$ cat src/rtl/control_unit_fsm.sv
// rtl/control_unit_fsm.sv - multicycle IF/ID/EX/MEM/WB control unit for the MUSA core
//
// Ports:
//   clk, rst_n            clock (rising edge), asynchronous active-low reset
//   opcode, funct         instruction fields, sampled at the end of a completed fetch
//   mem_ready             instruction/data memory access completes this cycle
//   alu_flag              ALU condition flag used by brfl
//   stall_in              freeze: state, timeout counter and retire count held, strobes 0
//   ir_load .. pop        datapath strobes, combinational from state + latched instruction
//   stage                 0 IF,1 ID,2 EX,3 MEM,4 WB,5 HALT,6 FAULT
//   halted, fault         sticky terminal states, left only through rst_n
//   retired               completed-instruction count, wraps modulo 2**CNT_W
module control_unit_fsm #(
  parameter int OPCODE_W = 6,
  parameter int FUNCT_W  = 6,
  parameter int TMO_W    = 4,
  parameter int CNT_W    = 16
) (
  input  logic                clk,
  input  logic                rst_n,
  input  logic [OPCODE_W-1:0] opcode,
  input  logic [FUNCT_W-1:0]  funct,
  input  logic                mem_ready,
  input  logic                alu_flag,
  input  logic                stall_in,
  output logic                ir_load,
  output logic                pc_write,
  output logic [1:0]          pc_src,
  output logic                reg_read,
  output logic                reg_write,
  output logic                alu_src_imm,
  output logic [3:0]          alu_op,
  output logic                mem_read,
  output logic                mem_write,
  output logic                push,
  output logic                pop,
  output logic [2:0]          stage,
  output logic                halted,
  output logic                fault,
  output logic [CNT_W-1:0]    retired
);

  typedef enum logic [2:0] {
    S_IF    = 3'd0,
    S_ID    = 3'd1,
    S_EX    = 3'd2,
    S_MEM   = 3'd3,
    S_WB    = 3'd4,
    S_HALT  = 3'd5,
    S_FAULT = 3'd6
  } state_t;

  typedef enum logic [3:0] {
    C_BAD, C_R, C_NOP, C_IMM, C_LW, C_SW, C_JR, C_JPC, C_BRFL, C_CALL, C_RET, C_HALT
  } iclass_t;

  localparam logic [OPCODE_W-1:0] OP_R    = OPCODE_W'(6'b000000);
  localparam logic [OPCODE_W-1:0] OP_ADDI = OPCODE_W'(6'b001000);
  localparam logic [OPCODE_W-1:0] OP_SUBI = OPCODE_W'(6'b001001);
  localparam logic [OPCODE_W-1:0] OP_ANDI = OPCODE_W'(6'b001100);
  localparam logic [OPCODE_W-1:0] OP_ORI  = OPCODE_W'(6'b001101);
  localparam logic [OPCODE_W-1:0] OP_LW   = OPCODE_W'(6'b100011);
  localparam logic [OPCODE_W-1:0] OP_SW   = OPCODE_W'(6'b101011);
  localparam logic [OPCODE_W-1:0] OP_JR   = OPCODE_W'(6'b000010);
  localparam logic [OPCODE_W-1:0] OP_JPC  = OPCODE_W'(6'b000110);
  localparam logic [OPCODE_W-1:0] OP_BRFL = OPCODE_W'(6'b010001);
  localparam logic [OPCODE_W-1:0] OP_CALL = OPCODE_W'(6'b000011);
  localparam logic [OPCODE_W-1:0] OP_RET  = OPCODE_W'(6'b000111);
  localparam logic [OPCODE_W-1:0] OP_HALT = OPCODE_W'(6'b111111);

  localparam logic [FUNCT_W-1:0] F_ADD = FUNCT_W'(6'b100000);
  localparam logic [FUNCT_W-1:0] F_SUB = FUNCT_W'(6'b100010);
  localparam logic [FUNCT_W-1:0] F_MUL = FUNCT_W'(6'b011000);
  localparam logic [FUNCT_W-1:0] F_DIV = FUNCT_W'(6'b011010);
  localparam logic [FUNCT_W-1:0] F_AND = FUNCT_W'(6'b100100);
  localparam logic [FUNCT_W-1:0] F_OR  = FUNCT_W'(6'b100101);
  localparam logic [FUNCT_W-1:0] F_NOT = FUNCT_W'(6'b100111);
  localparam logic [FUNCT_W-1:0] F_CMP = FUNCT_W'(6'b011011);
  localparam logic [FUNCT_W-1:0] F_NOP = FUNCT_W'(6'b000000);

  // Value the counter holds on the last permitted wait cycle (2**TMO_W-2);
  // one more cycle without mem_ready is the (2**TMO_W-1)-th wait and faults.
  localparam logic [TMO_W-1:0] TMO_LAST = {{(TMO_W-1){1'b1}}, 1'b0};

  state_t              state_q, state_d;
  logic [OPCODE_W-1:0] op_q;
  logic [FUNCT_W-1:0]  funct_q;
  logic [TMO_W-1:0]    tmo_q;
  logic [CNT_W-1:0]    retired_q;

  iclass_t    cls;
  logic [3:0] cls_alu_op;
  logic       cls_imm;
  logic       latch_ir;
  logic       retire;
  logic       tmo_expire;

  // Instruction class, ALU operation and B-operand select from the latched fields.
  always_comb begin
    cls        = C_BAD;
    cls_alu_op = 4'hF;
    cls_imm    = 1'b0;
    case (op_q)
      OP_R: begin
        cls = C_R;
        case (funct_q)
          F_ADD:   cls_alu_op = 4'h0;
          F_SUB:   cls_alu_op = 4'h1;
          F_MUL:   cls_alu_op = 4'h2;
          F_DIV:   cls_alu_op = 4'h3;
          F_AND:   cls_alu_op = 4'h4;
          F_OR:    cls_alu_op = 4'h5;
          F_NOT:   cls_alu_op = 4'h6;
          F_CMP:   cls_alu_op = 4'h7;
          F_NOP:   cls        = C_NOP;
          default: cls        = C_BAD;
        endcase
      end
      OP_ADDI: begin cls = C_IMM; cls_alu_op = 4'h0; cls_imm = 1'b1; end
      OP_SUBI: begin cls = C_IMM; cls_alu_op = 4'h1; cls_imm = 1'b1; end
      OP_ANDI: begin cls = C_IMM; cls_alu_op = 4'h4; cls_imm = 1'b1; end
      OP_ORI:  begin cls = C_IMM; cls_alu_op = 4'h5; cls_imm = 1'b1; end
      // Loads/stores use the adder for base + offset.
      OP_LW:   begin cls = C_LW;  cls_alu_op = 4'h0; cls_imm = 1'b1; end
      OP_SW:   begin cls = C_SW;  cls_alu_op = 4'h0; cls_imm = 1'b1; end
      OP_JR:   cls = C_JR;
      OP_JPC:  cls = C_JPC;
      OP_BRFL: begin cls = C_BRFL; cls_alu_op = 4'h7; end
      OP_CALL: cls = C_CALL;
      OP_RET:  cls = C_RET;
      OP_HALT: cls = C_HALT;
      default: cls = C_BAD;
    endcase
  end

  assign tmo_expire = (tmo_q == TMO_LAST);

  // Next state and strobes. Strobes stay 0 while reset is asserted or the core is stalled.
  always_comb begin
    state_d     = state_q;
    latch_ir    = 1'b0;
    retire      = 1'b0;
    ir_load     = 1'b0;
    pc_write    = 1'b0;
    pc_src      = 2'b00;
    reg_read    = 1'b0;
    reg_write   = 1'b0;
    alu_src_imm = 1'b0;
    alu_op      = 4'h0;
    mem_read    = 1'b0;
    mem_write   = 1'b0;
    push        = 1'b0;
    pop         = 1'b0;
    if (rst_n && !stall_in) begin
      case (state_q)
        S_IF: begin
          mem_read = 1'b1;
          if (mem_ready) begin
            ir_load  = 1'b1;
            pc_write = 1'b1;
            latch_ir = 1'b1;
            state_d  = S_ID;
          end else if (tmo_expire) begin
            state_d = S_FAULT;
          end
        end
        S_ID: begin
          reg_read = 1'b1;
          case (cls)
            C_BAD:   state_d = S_FAULT;
            C_HALT:  begin state_d = S_HALT; retire = 1'b1; end
            default: state_d = S_EX;
          endcase
        end
        S_EX: begin
          alu_op      = cls_alu_op;
          alu_src_imm = cls_imm;
          case (cls)
            C_JR:   begin pc_write = 1'b1; pc_src = 2'b10; state_d = S_IF; retire = 1'b1; end
            C_JPC:  begin pc_write = 1'b1; pc_src = 2'b01; state_d = S_IF; retire = 1'b1; end
            C_BRFL: begin pc_write = alu_flag; pc_src = 2'b01; state_d = S_IF; retire = 1'b1; end
            C_NOP:  begin state_d = S_IF; retire = 1'b1; end
            C_LW, C_SW, C_CALL, C_RET: state_d = S_MEM;
            default: state_d = S_WB;
          endcase
        end
        S_MEM: begin
          alu_op      = cls_alu_op;
          alu_src_imm = cls_imm;
          case (cls)
            C_LW:    mem_read = 1'b1;
            C_SW:    mem_write = 1'b1;
            C_CALL:  begin push = 1'b1; pc_write = 1'b1; pc_src = 2'b01; end
            C_RET:   begin pop = 1'b1; pc_write = 1'b1; pc_src = 2'b11; end
            default: ;
          endcase
          if (mem_ready) begin
            if (cls == C_LW) begin
              state_d = S_WB;
            end else begin
              state_d = S_IF;
              retire  = 1'b1;
            end
          end else if (tmo_expire) begin
            state_d = S_FAULT;
          end
        end
        S_WB: begin
          // ALU controls stay valid so the write-back mux sees a stable result.
          alu_op      = cls_alu_op;
          alu_src_imm = cls_imm;
          reg_write   = 1'b1;
          state_d     = S_IF;
          retire      = 1'b1;
        end
        default: state_d = state_q;
      endcase
    end
  end

  always_ff @(posedge clk or negedge rst_n) begin
    if (!rst_n) begin
      state_q   <= S_IF;
      op_q      <= '0;
      funct_q   <= '0;
      tmo_q     <= '0;
      retired_q <= '0;
    end else begin
      state_q <= state_d;
      if (latch_ir) begin
        op_q    <= opcode;
        funct_q <= funct;
      end
      if (retire) begin
        retired_q <= retired_q + 1'b1;
      end
      // Counts only genuine wait cycles; any exit from IF/MEM clears it, a stall freezes it.
      if (!stall_in) begin
        if ((state_q == S_IF || state_q == S_MEM) && !mem_ready && state_d == state_q) begin
          tmo_q <= tmo_q + 1'b1;
        end else begin
          tmo_q <= '0;
        end
      end
    end
  end

  assign stage   = state_q;
  assign halted  = (state_q == S_HALT);
  assign fault   = (state_q == S_FAULT);
  assign retired = retired_q;

endmodule

$ cat config.mk
export PLATFORM = sky130hd
export DESIGN_NAME = control_unit_fsm
export DESIGN_NICKNAME = d
export VERILOG_FILES = /design/src/rtl/control_unit_fsm.sv
export SDC_FILE = /design/constraint.sdc
export NUM_CORES = 1
export LEC_CHECK = 0
export ABC_AREA = 1
export CAP_MARGIN = 40
export CELL_PAD_IN_SITES_DETAIL_PLACEMENT = 1
export CELL_PAD_IN_SITES_GLOBAL_PLACEMENT = 1
export CORE_UTILIZATION = 39
export CTS_CLUSTER_DIAMETER = 40
export DETAILED_ROUTE_END_ITERATION = 6
export PLACE_DENSITY = 0.94
export SYNTH_ARGS = -nofsm -noshare
export SYNTH_HDL_FRONTEND = slang
export SYNTH_SLANG_ARGS = --single-unit
$ cat constraint.sdc
create_clock -name clk -period 4 [get_ports clk]
set_input_delay 0.6 -clock clk [delete_from_list [all_inputs] [get_ports clk]]
set_output_delay 0.6 -clock clk [all_outputs]
set_load 0.01 [all_outputs]
== Yosys cells after proc, flatten, opt, wreduce, memory -nomap -nowiden ==
Cells that the tools add are included.
Widths: inputs -> output; s select.

* Register bits: 35
* Latch bits: 0
* Bits in writable memories: 0
* Bits in read-only memories: 0
* Input port bits: 17
* Output and inout bits: 36
* Logic and storage cells: 115
* Memories kept: 0

* Add/sub/neg operators: 2
* Multiply operators: 0
* Div/mod/pow operators: 0
* Order comparisons: 0
* Equality and inequality tests: 37
* Shift operators: 0
* Multiplexer cells: 51
* Bitwise gates (word level): 0
* Reduce and logical (&&, ||, !) cells: 20

{| class="wikitable"
|+ Operators with widths
! kind !! number
|-
| $eq 6x6->1 const B || 8
|-
| $pmux 4 s10 || 1
|-
| $pmux 4 s8 || 1
|-
| $mux 1 || 28
|-
| $eq 6x4->1 const B || 4
|-
| $eq 6x5->1 const B || 4
|-
| $pmux 4 s6 || 1
|-
| $eq 4x4->1 const B || 5
|-
| $add 16x1->16 const B || 1
|-
| $eq 4x3->1 const B || 4
|-
| $pmux 2 s2 || 4
|-
| $mux 3 || 5
|-
| $pmux 3 s5 || 1
|-
| $eq 6x2->1 const B || 2
|-
| $eq 6x3->1 const B || 2
|-
| $logic_not 6->1 || 2
|-
| $mux 4 || 3
|-
| $pmux 3 s2 || 2
|-
| $reduce_or 4->1 || 3
|-
| $eq 3x3->1 const B || 3
|-
| $reduce_or 8->1 || 1
|-
| $eq 3x2->1 const B || 2
|-
| $reduce_or 2->1 || 3
|-
| $reduce_or 3->1 || 2
|-
| 14 further kinds || 18
|}

== Logic depth before layout (Yosys ltp) ==
Gate-level depths: netlist of the first run.

* Depth in word-level cells: 12
* Depth in mapped cells: 13
* Depth with buffers taken out: 12

== Worst setup path after synthesis of the first run ==
OpenSTA, ideal clock, no wires.

* Kind: reg-to-output
* Start: reg op_q[0] (netlist name)
* End: out reg_write
* Data arrival time: 1.475 ns
* Data required time: 3.400 ns
* Slack: 1.925 ns
* Stages on the path, launching flop included: 11
* Buffers on the path: 1
* Cell sequence: dfrtp_1 > buf_4 > nor2_1 > nand3_2 > nor3_4 > nor2_1 > nand4_1 > nand4_1 > nand2_1 > nand2_1 > nor2_1

{| class="wikitable"
|+ RTL lines
! item !! RTL line !! source
|-
| end: declaration || 30 || <nowiki>output logic reg_write,</nowiki>
|}

== Worst setup path after layout of the first run ==
* Start: in stall_in
* End: out pc_src[1]

* Longest elaborated chain between the ends: 3

{| class="wikitable"
|+ Ends and longest elaborated chain
! item !! RTL line !! source
|-
| start: declaration || 25 || <nowiki>input logic stall_in,</nowiki>
|-
| $logic_not 1->1 || n/a ||
|-
| $logic_and 1x1->1 || 154 || <nowiki>if (rst_n && !stall_in) begin</nowiki>
|-
| $mux 2 || 154 ||
|-
| end: declaration || 28 || <nowiki>output logic [1:0] pc_src,</nowiki>
|}

No other way between the ends.

==> results of run 1 <==
-- final cells by class --
cell class / count / share of cell area, %
Timing Repair Buffer: 54 / 17.0
Tap cell: 75 / 2.98
Clock inverter: 1 / 0.159
Sequential cell: 35 / 27.8
Clock buffer: 7 / 2.42
Inverter: 48 / 5.72
Multi-Input combinational cell: 264 / 43.9
-- per-stage QoR --
| step | cell area (um^2) | hold WS, ps |
|---|---|---|
| 2_1_floorplan | 2460 | 304 |
| 3_3_place_gp | 3070 | 491 |
| 3_5_place_dp | 3070 | 495 |
| 4_1_cts | 3150 | 519 |
| 5_1_grt | 3150 | 543 |
| 6_report | 3150 | 523 |
-- power groups by stage --
stage,Combinational [W],Sequential (W),Clock (W)
global route,0.00105,0.000678,0.000273
finish,0.000937,0.000656,0.000255
CTS,0.000941,0.000654,0.000259
floorplan,0.000581,0.000637,0
global placement,0.000892,0.000649,0
detailed placement,0.000933,0.000660,0
-- state kept, by name, summed over array words and instances (netlist names) --
register and cells:
retired 16, op_q 6, funct_q 6, tmo_q 4, stage 3
-- path summary, 6_finish.rpt --
| check | endpoint | cells after the start |
|---|---|---|
| worst max-delay path | pc_src[1] | 7 |
| worst min-delay path | retired[2] | 1 |
| worst max register to register | retired[1] | 9 |
| worst min register to register | retired[2] | 1 |
| max in group asynchronous | tmo_q[1] | 2 |
| min in group asynchronous | funct_q[4] | 2 |
-- cell families (layout without fill, tap and decap cells) --
logic type	Yosys count	count (layout)	synth area share (%)
buffers and inverters	52	110	8.33
multiplexers	2	2	0.915
AND/OR/NAND/NOR	196	196	37.3
XOR/XNOR	15	15	5.34
flip-flops	35	35	35.6
AO/OA/AOI/OAI	48	48	11.0
adder cells (fa/ha/maj)	3	3	1.52
-- Yosys cell counts (all sizes together) --
master,count
o21ai,27
nand2,88
xnor2,6
a41oi,1
a211oi,1
o211ai,2
o31ai,1
nand3,25
a31oi,4
ha,3
buf,4
nor2,50
xor2,9
nand3b,3
a21oi,11
nand4,10
inv,48
mux2,2
o21a,1
and2,2
nor3,16
or2,2
dfrtp,35
-- placed cells by master, fill, tap and decap left out, types with 4 or more instances in the layout --
cell / n
a21oi_1: 11
clkdlybuf4s50_1: 52
dfrtp_1: 35
xor2_1: 9
inv_1: 47
nand2_1: 87
o21ai_0: 21
nand3_2: 4
o21ai_1: 5
a31oi_1: 4
nand4_1: 10
nor3_1: 12
xnor2_1: 6
nand3_1: 21
nor2_1: 46
clkbuf_8: 5
-- critical path, cell delays in order --
cell             delay, ps
clkdlybuf4s50_1        470
inv_1                  180
nand2_1                220
inv_1                  320
nand3b_1               150
a21oi_1                150
clkdlybuf4s50_1        550
-- metal layers --
metal / up-vias / wire length (um)
met2: 49 / 3540
met4: 0 / 89
met1: 1234 / 3320
li1: 1249 / -
met5: - / 0
met3: 7 / 242
==> results.md, run 1 <==
* Worst-Margin Slew at roughly 480 ps
* Post-cts sizing count at 0
* Fmax at 307 MHz
* Yosys top cell by area: dfrtp_1
* GP Congestion at 0.885
* FF+latch area at 876 um^2
* Fraction of layout cells with a size suffix above 1 at slightly below 7%
* Clock Path Buffers at 2
* CTS tree: done
* Crit path max fanout at 8
* Flop2flop setup slack at slightly below 2000 ps
* Post-CTS Hold Fix Bufs at 0
* Outcome: finished clean
* GRT overflow at 0
* Switching Share at 46.8%
* Final core occ at 52.5%
* Clock share of power at 13.8%
* Initial antenna violation count at 0
* Post-synthesis register bit count at 35
* Ant. Diodes at 0
* Routed vias at ~2.5k
* Post-synthesis sequential area ratio at 35.6%
* Nets@finish at ~430
* Crit. End Element: output pin
* Worst reg2reg path startpoint: op_q[3]
* Vias in the first global route at around 2.5k
* Routed Antenna Nets at 0
* Port bufs at 52
* Leakage at 1.45 nW
* Clock slew at reported path FFs at ~60 ps
* # setup viols final at 0
* Hold Crit Class: reg2reg
* Share of Yosys cell area claimed by the top area cell type at 35.6%
* Met3 Use GR at 3.56%
* Worst EP arrival at 2650 ps
* Maxcap violations at 0
* Crit. Startpoint: stall_in
* Synth-to-Final Area Change at 27.8%
* Detailed placement HPWL at 5600 um
* Number of setup buffers added after CTS at 0
* Total power draw at 0.00185 W
* Pin count of the biggest net entering global routing at 36
* Cell count after synthesis at ~350
* Hold path startpoint: retired[2]
* Cell-internal power at 0.000984 W
* Die X at roughly 81 um
* Avg Vias per Cell at 5.25
* Final setup margin at 748 ps
* Sequential Power Share at 35.5%
* FP Rows at 28
* CTS buffer count at 5
* Maximum VDD drop at around 0.31 mV
* CP startpoint kind: primary input
* Die Footprint at 0.00664 mm^2
* Cell Pwr Density at 587 mW/mm^2
* Final Non-Filler Cells at between 400 and 500
* Gate power share at 50.7%
* Avg WL per Cell at 14.9 um
* Final wirelength at just over 7000 um
* Detailed Routing Iterations Pass 1 at 4
* Critical path class: in2out
* Cell Area, Synth at 0.00246 mm^2
* Global-route wire length before repair at 11900 um
* Worst clock skew at 12.0 ps
* Pre-CTS setup slack at 751 ps
* Root Buffer: clkbuf_8
* WP data required at around 3400 ps
* Minimum clock period at 3250 ps
* YS warnings at 0
* Multi-input logic area at approximately 0.0014 mm^2
* Final Max Tran Viols at 0
* Syn_nets at between 300 and 400
* RSZ-0062 raised after global routing: false
* Later-pin clock latency in the skew report at 290 ps
* Filler cells at 799
* Placed Cells incl. Taps at 476
* GRT met1 Usage at 29.9%
* GR Util met2 at 41.3%
* Main area contributors after synthesis: dfrtp_1 (36%), nand2_1 (13%), inv_1 (7.2%), nor2_1 (7.0%), nand3_1 (4.3%)
* CTS H-tree depth at 2
* Chip height at around 81 um
* Setup_tns at 0 ps
* GRT busiest layer: met2
* Final Hold Violating Endpoints at 0
* Count of unique library cells instantiated by Yosys at 34
* All-layer global routing usage at 23.4%
* Final cycle utilization of the critical path at 81.3%
* Initial DRC Count at 110
* Clk sinks at 35
* Core area at 0.00599 mm^2
* Syn avg cell area at approximately 7.0 um^2
* # IOs at 53
* DRC at 0
* Max-slew headroom at 67.9%
* Initial Util at 41.1%
* Sw Pwr at 0.000864 W
(Power assumes the default switching activity.)
==> run 2, diff against run 1 <==
- CORE_UTILIZATION: 39 -> 36
- PLACE_DENSITY: 0.94 -> 0.88
- clock period: 4 -> 3 ns (I/O delays scaled with it)
==> results.md, run 2 (synthesized netlist as in run 1, its figures left out) <==
* Hold Crit Class: reg2reg
* Hold path startpoint: retired[2]
* Final core occ at 50.1% (-2.4 points)
* # IOs at 53 (unchanged)
* Avg Vias per Cell at 5.19 (-1.1%)
* Initial Util at 38.1% (-3.0 points)
* Initial DRC Count at 86 (-22%)
* Reg-to-Reg End: funct_q[3]
* GP Congestion at 0.885 (about the same)
* Ant. Diodes at 0 (unchanged)
* Flop2flop setup slack at 1000 ps (-930 ps)
* Crit. Startpoint: op_q[4]
* Minimum clock period at between 2000 and 3000 ps
* Synth-to-Final Area Change at 31.5%
* Setup_tns at 0 ps (unchanged)
* Sequential Power Share at 34.5% (-1.0 points)
* Worst-Margin Slew at 453 ps (-25.4 ps)
* Max reg flops at 16 (unchanged)
* Worst clock skew at 8.93 ps (-3.09 ps)
* Switching Share at 45.8% (-0.98 points)
* Clock slew at reported path FFs at 70 ps (about the same)
* Clock Path Buffers at 2 (unchanged)
* Cell Pwr Density at 801 mW/mm^2 (+36%)
* Final Hold Violating Endpoints at 0 (unchanged)
* Avg WL per Cell at 14.9 um (+0.12%)
* GRT overflow at 0 (unchanged)
* Die X at 84.7 um (+4.0%)
* Vias in the first global route at 2636 (+4.9%)
* FP Rows at 29 (+3.6%)
* Clock share of power at 14.5% (+0.7 points)
* Crit. End Element: output pin
* CTS tree: done
* All-layer global routing usage at 21.3% (-2.1 points)
* Max-slew headroom at 69.8% (+1.9 points)
* Routed Antenna Nets at 0 (unchanged)
* FF+latch area at 881 um^2 (+0.57%)
* Global-route wire length before repair at 12100 um (+2.1%)
* Number of cells on the worst reg-to-reg path at 7 (-2)
* Initial antenna violation count at 0 (unchanged)
* Fraction of layout cells with a size suffix above 1 at 10.4% (+3.5 points)
* Final cycle utilization of the critical path at 94.8%
* Critical path cell sequence: nor2_4 -> buf_4 -> nand3_2 -> and2_1 -> or2_2 -> a21oi_1 -> clkdlybuf4s50_1
* Leading cell type in the layout, fill and taps excluded: nand2_1
* Final wirelength at 7310 um (+1.6%)
* Later-pin clock latency in the skew report at 290 ps (about the same)
* Clk sinks at 35 (unchanged)
* Maximum VDD drop at 0.368 mV (+21%)
* Detailed Routing Iterations Pass 1 at 6 (+2)
* Maxcap violations at 0 (unchanged)
* Worst reg2reg path startpoint: stage[0]
* Die Footprint at 0.00717 mm^2 (+8.1%)
* CTS H-tree depth at 2 (unchanged)
* Core area at 0.00646 mm^2 (+7.8%)
* Outcome: finished clean
* Sw Pwr at 0.00119 W (+37%)
* Nets@finish at 433 (+1.2%)
* Leakage at 1.49 nW (+3.0%)
* Detailed placement HPWL at 5560 um (-0.66%)
* Crit path largest cell delay at 550 ps (about the same)
* Root Buffer: clkbuf_8
* Filler cells at 852 (+6.6%)
* Worst EP arrival at 2390 ps (-260 ps)
* CP max stage cell: clkdlybuf4s50_1
* Routed vias at 2548 (+0.35%)
* Crit path max fanout at 6 (-2)
* DRC at 0 (unchanged)
* Most frequent cells in the layout: nand2_1 (87), clkdlybuf4s50_1 (51), inv_1 (45)
* CP startpoint kind: flop
* CTS buffer count at 5 (unchanged)
* # setup viols final at 0 (unchanged)
* Critical path endpoint: pc_src[1]
* Port bufs at 52 (unchanged)
* Fmax at 352 MHz
* Chip height at 84.7 um (+4.0%)
* Critical path class: reg2out
* WP data required at 2550 ps (-850 ps)
* Cell-internal power at 0.00141 W (+43%)
* Multi-input logic area at 0.00140 mm^2 (+1.6%)
* Final Max Tran Viols at 0 (unchanged)
* Gate power share at 51.0% (+0.3 points)
* Pin count of the biggest net entering global routing at 36 (unchanged)
## run 2: repair_timing
item	CTS	global route
buffers inserted	0	3
hold buffers	0	0
cloned	0	0
pin swaps	0	3
hold endpoints to repair	0	0
endpoints found under the setup margin	1	6
gates resized for setup	1	11
## run 2: layout make-up
cell class | instances | area share (%)
timing repair buffer | 59 | 17.8
inverter | 48 | 5.57
sequential | 35 | 27.2
tap | 77 | 2.98
clock buffer | 8 | 3.09
multi-input combinational | 264 | 43.4
## run 2: power groups by stage
stage               Combinational, W  Clock (W)  Sequential, W
floorplan                   0.000774          0       0.000849
global placement             0.00121          0       0.000866
detailed placement           0.00125          0       0.000880
CTS                          0.00127   0.000391       0.000876
global route                 0.00147   0.000408       0.000920
finish                       0.00132   0.000376       0.000894
## run 2: critical path, delay by kind of cell, from the launching register on
family | cells | cell delay, ps
flops | 1 | 450
simple gates | 4 | 810
buf+inv | 2 | 710
compound gates | 1 | 130
## run 2: worst min-delay path by stage
stage                       endpoint  slack [ps]  cells after the start
after floorplan           funct_q[0]         150                      0
after global placement    retired[2]         500                      1
after detailed placement  retired[2]         510                      1
after CTS                 retired[2]         530                      1
after global routing      retired[2]         560                      1
final                     retired[2]         530                      1
## run 2: layer usage
layer  GRT usage, %  routed length, um  vias to the layer above
met5              0                  0                        -
li1               -                  -                     1260
met2           37.7               3670                       55
met3           3.74                294                        8
met4           6.47                 89                        0
met1           26.4               3250                     1225
## run 2: stage by stage
step           total power [W]  worst slack [ps]  hold slack, ps  cells  cell area [um^2]
2_1_floorplan          0.00162              1070             154    351              2460
6_report               0.00259               155             527    491              3240
5_1_grt                0.00280             -19.4             557    491              3240
3_5_place_dp           0.00213               125             515    480              3080
3_3_place_gp           0.00208               220             501    480              3080
4_1_cts                0.00253              24.0             532    488              3190
==> run 3, diff against run 2 <==
- CAP_MARGIN: 40 -> 30
- CORE_UTILIZATION: 36 -> 37
- CTS_BUF_LIST: default -> sky130_fd_sc_hd__clkbuf_4 sky130_fd_sc_hd__clkbuf_8
- CTS_CLUSTER_DIAMETER: 40 -> default
- PLACE_DENSITY: 0.88 -> 0.9
==> results.md, run 3 (synthesized netlist as in run 1, its figures left out) <==
* Synth-to-Final Area Change at 31.6% (about the same)
* Initial Util at 38.6% (+0.43 points)
* Setup_tns at 0 ps (unchanged)
* Leading cell type in the layout, fill and taps excluded: nand2_1
* Avg Vias per Cell at 5.23 (+0.78%)
* Max reg flops at 16 (unchanged)
* Final Hold Violating Endpoints at 0 (unchanged)
* Chip height at 83.6 um (-1.3%)
* Leakage at 1.49 nW (+0.30%)
* Ant. Diodes at 0 (unchanged)
* Fin area at 0.00324 mm^2 (about the same)
* Initial antenna violation count at 0 (unchanged)
* Routed Antenna Nets at 0 (unchanged)
* Crit path max fanout at 8 (+2)
* # setup viols final at 0 (unchanged)
* Final cycle utilization of the critical path at 95.3% (+0.44 points)
* Crit. End Element: output pin
* Avg WL per Cell at 15.0 um (+0.85%)
* GRT overflow at 0 (unchanged)
* Maxcap violations at 0 (unchanged)
* Outcome: finished clean
* Fraction of layout cells with a size suffix above 1 at 10.9% (+0.48 points)
* Port bufs at 52 (unchanged)
* Root Buffer: clkbuf_8
* Worst clock skew at 10.0 ps (+1.10 ps)
* RSZ-0062 raised after global routing: false
* Maximum VDD drop at 0.393 mV (+7.0%)
* Crit path largest cell delay at 560 ps (about the same)
* Die Footprint at 0.00699 mm^2 (-2.6%)
* Minimum clock period at 2860 ps (+13.2 ps)
* Final Max Tran Viols at 0 (unchanged)
* WP data required at 2550 ps (about the same)
* Clock Path Buffers at 2 (unchanged)
* Nets@finish at 434 (+0.23%)
* Clock slew at reported path FFs at 70 ps (about the same)
* Later-pin clock latency in the skew report at 290 ps (about the same)
* Global-route wire length before repair at 12200 um (+0.97%)
* Critical path class: in2out
* Routed vias at 2568 (+0.78%)
* CP bufs+invs at 4 (+2)
* DRC at 0 (unchanged)
* Core area at 0.00639 mm^2 (-1.1%)
* CP max stage cell: clkdlybuf4s50_1
* Cell family contributing the most delay on the critical path: buffers and inverters
* Die X at 83.6 um (-1.3%)
* Pin count of the biggest net entering global routing at 36 (unchanged)
* Fmax at 350 MHz (-0.46%)
* Detailed Routing Iterations Pass 1 at 5 (-1)
* CTS H-tree depth at 2 (unchanged)
* CP startpoint kind: primary input
* Worst-Margin Slew at 455 ps (+2.31 ps)
* Max-slew headroom at 69.7% (-0.15 points)
* CTS buffer count at 5 (unchanged)
* FP Rows at 29 (unchanged)
* Post-CTS Hold Fix Bufs at 0 (unchanged)
* Critical path cell sequence: clkdlybuf4s50_1 -> inv_1 -> nand2_1 -> inv_1 -> nand2_1 -> nor3_1 -> clkdlybuf4s50_1
* Most frequent cells in the layout: nand2_1 (87), clkdlybuf4s50_1 (50), inv_1 (46)
* Initial DRC Count at 114 (+33%)
* Worst EP arrival at 2410 ps (+20 ps)
* Final wirelength at 7370 um (+0.85%)
* Hold Crit Class: in2async
* Vias in the first global route at 2605 (-1.2%)
* All-layer global routing usage at 21.7% (+0.38 points)
* Detailed placement HPWL at 5530 um (-0.48%)
* Clk sinks at 35 (unchanged)
* GP Congestion at 0.848 (-4.2%)
* Cell Pwr Density at 795 mW/mm^2 (-0.73%)
* CTS tree: done
* # IOs at 53 (unchanged)
* Placed inst area at 0.00307 mm^2 (-0.41%)
-- run 3: final timing paths --
kind | from | endpoint | slack [ps] | cells past startpoint
worst max-delay path | stall_in | mem_write | 140 | 7
worst min-delay path | rst_n | retired[9] | 260 | 2
worst max register to register | op_q[2] | retired[8] | 910 | 11
worst min register to register | retired[2] | retired[2] | 530 | 1
max in group asynchronous | rst_n | op_q[0] | 2400 | 2
min in group clk | retired[2] | retired[2] | 530 | 1
-- run 3: per-layer routing --
metal	global-route usage (%)	part of all wire, %	vias to the layer above
li1	-	-	1264
met2	37.1	49	50
met4	4.78	1.0	0
met3	3.26	2.8	7
met5	0	0	-
met1	28.9	47	1247
-- run 3: power by group --
part | switching, W | internal, W | total, W | leakage [nW]
sequential | 0.000251 | 0.000643 | 0.000894 | 0.440
combinational | 0.000778 | 0.000555 | 0.00133 | 1.01
clock | 0.000168 | 0.000180 | 0.000348 | 0.0470
total | 0.00120 | 0.00138 | 0.00258 | 1.49
-- run 3: timing repair --
item                       4_1_cts  5_1_grt
pin swaps                        0        4
hold endpoints to repair         0        0
resized for setup                2       11
buffers inserted                 0        5
setup endpoints to repair        1        6
-- run 3: cell type report --
class / instances / area (um^2)
fill: 820 / 3150
multi-input combinational: 264 / 1420
sequential: 35 / 880
timing repair buffer: 60 / 578
inverter: 48 / 180
tap: 77 / 96.3
clock buffer: 6 / 82.6
clock inverter: 1 / 5.00
-- run 3: through the flow --
| stage | setup WS, ps | utilization, % | std cells | total power (W) | hold WS, ps |
|---|---|---|---|---|---|
| 3_5_place_dp | 139 | 48.1 | 479 | 0.00212 | 510 |
| 5_1_grt | 5.51 | 50.7 | 491 | 0.00279 | 297 |
| 3_3_place_gp | 235 | 48.1 | 479 | 0.00206 | 497 |
| 4_1_cts | 35.0 | 49.6 | 486 | 0.00250 | 288 |
| 6_report | 142 | 50.7 | 491 | 0.00258 | 261 |
| 2_1_floorplan | 1070 | - | 351 | 0.00162 | 154 |
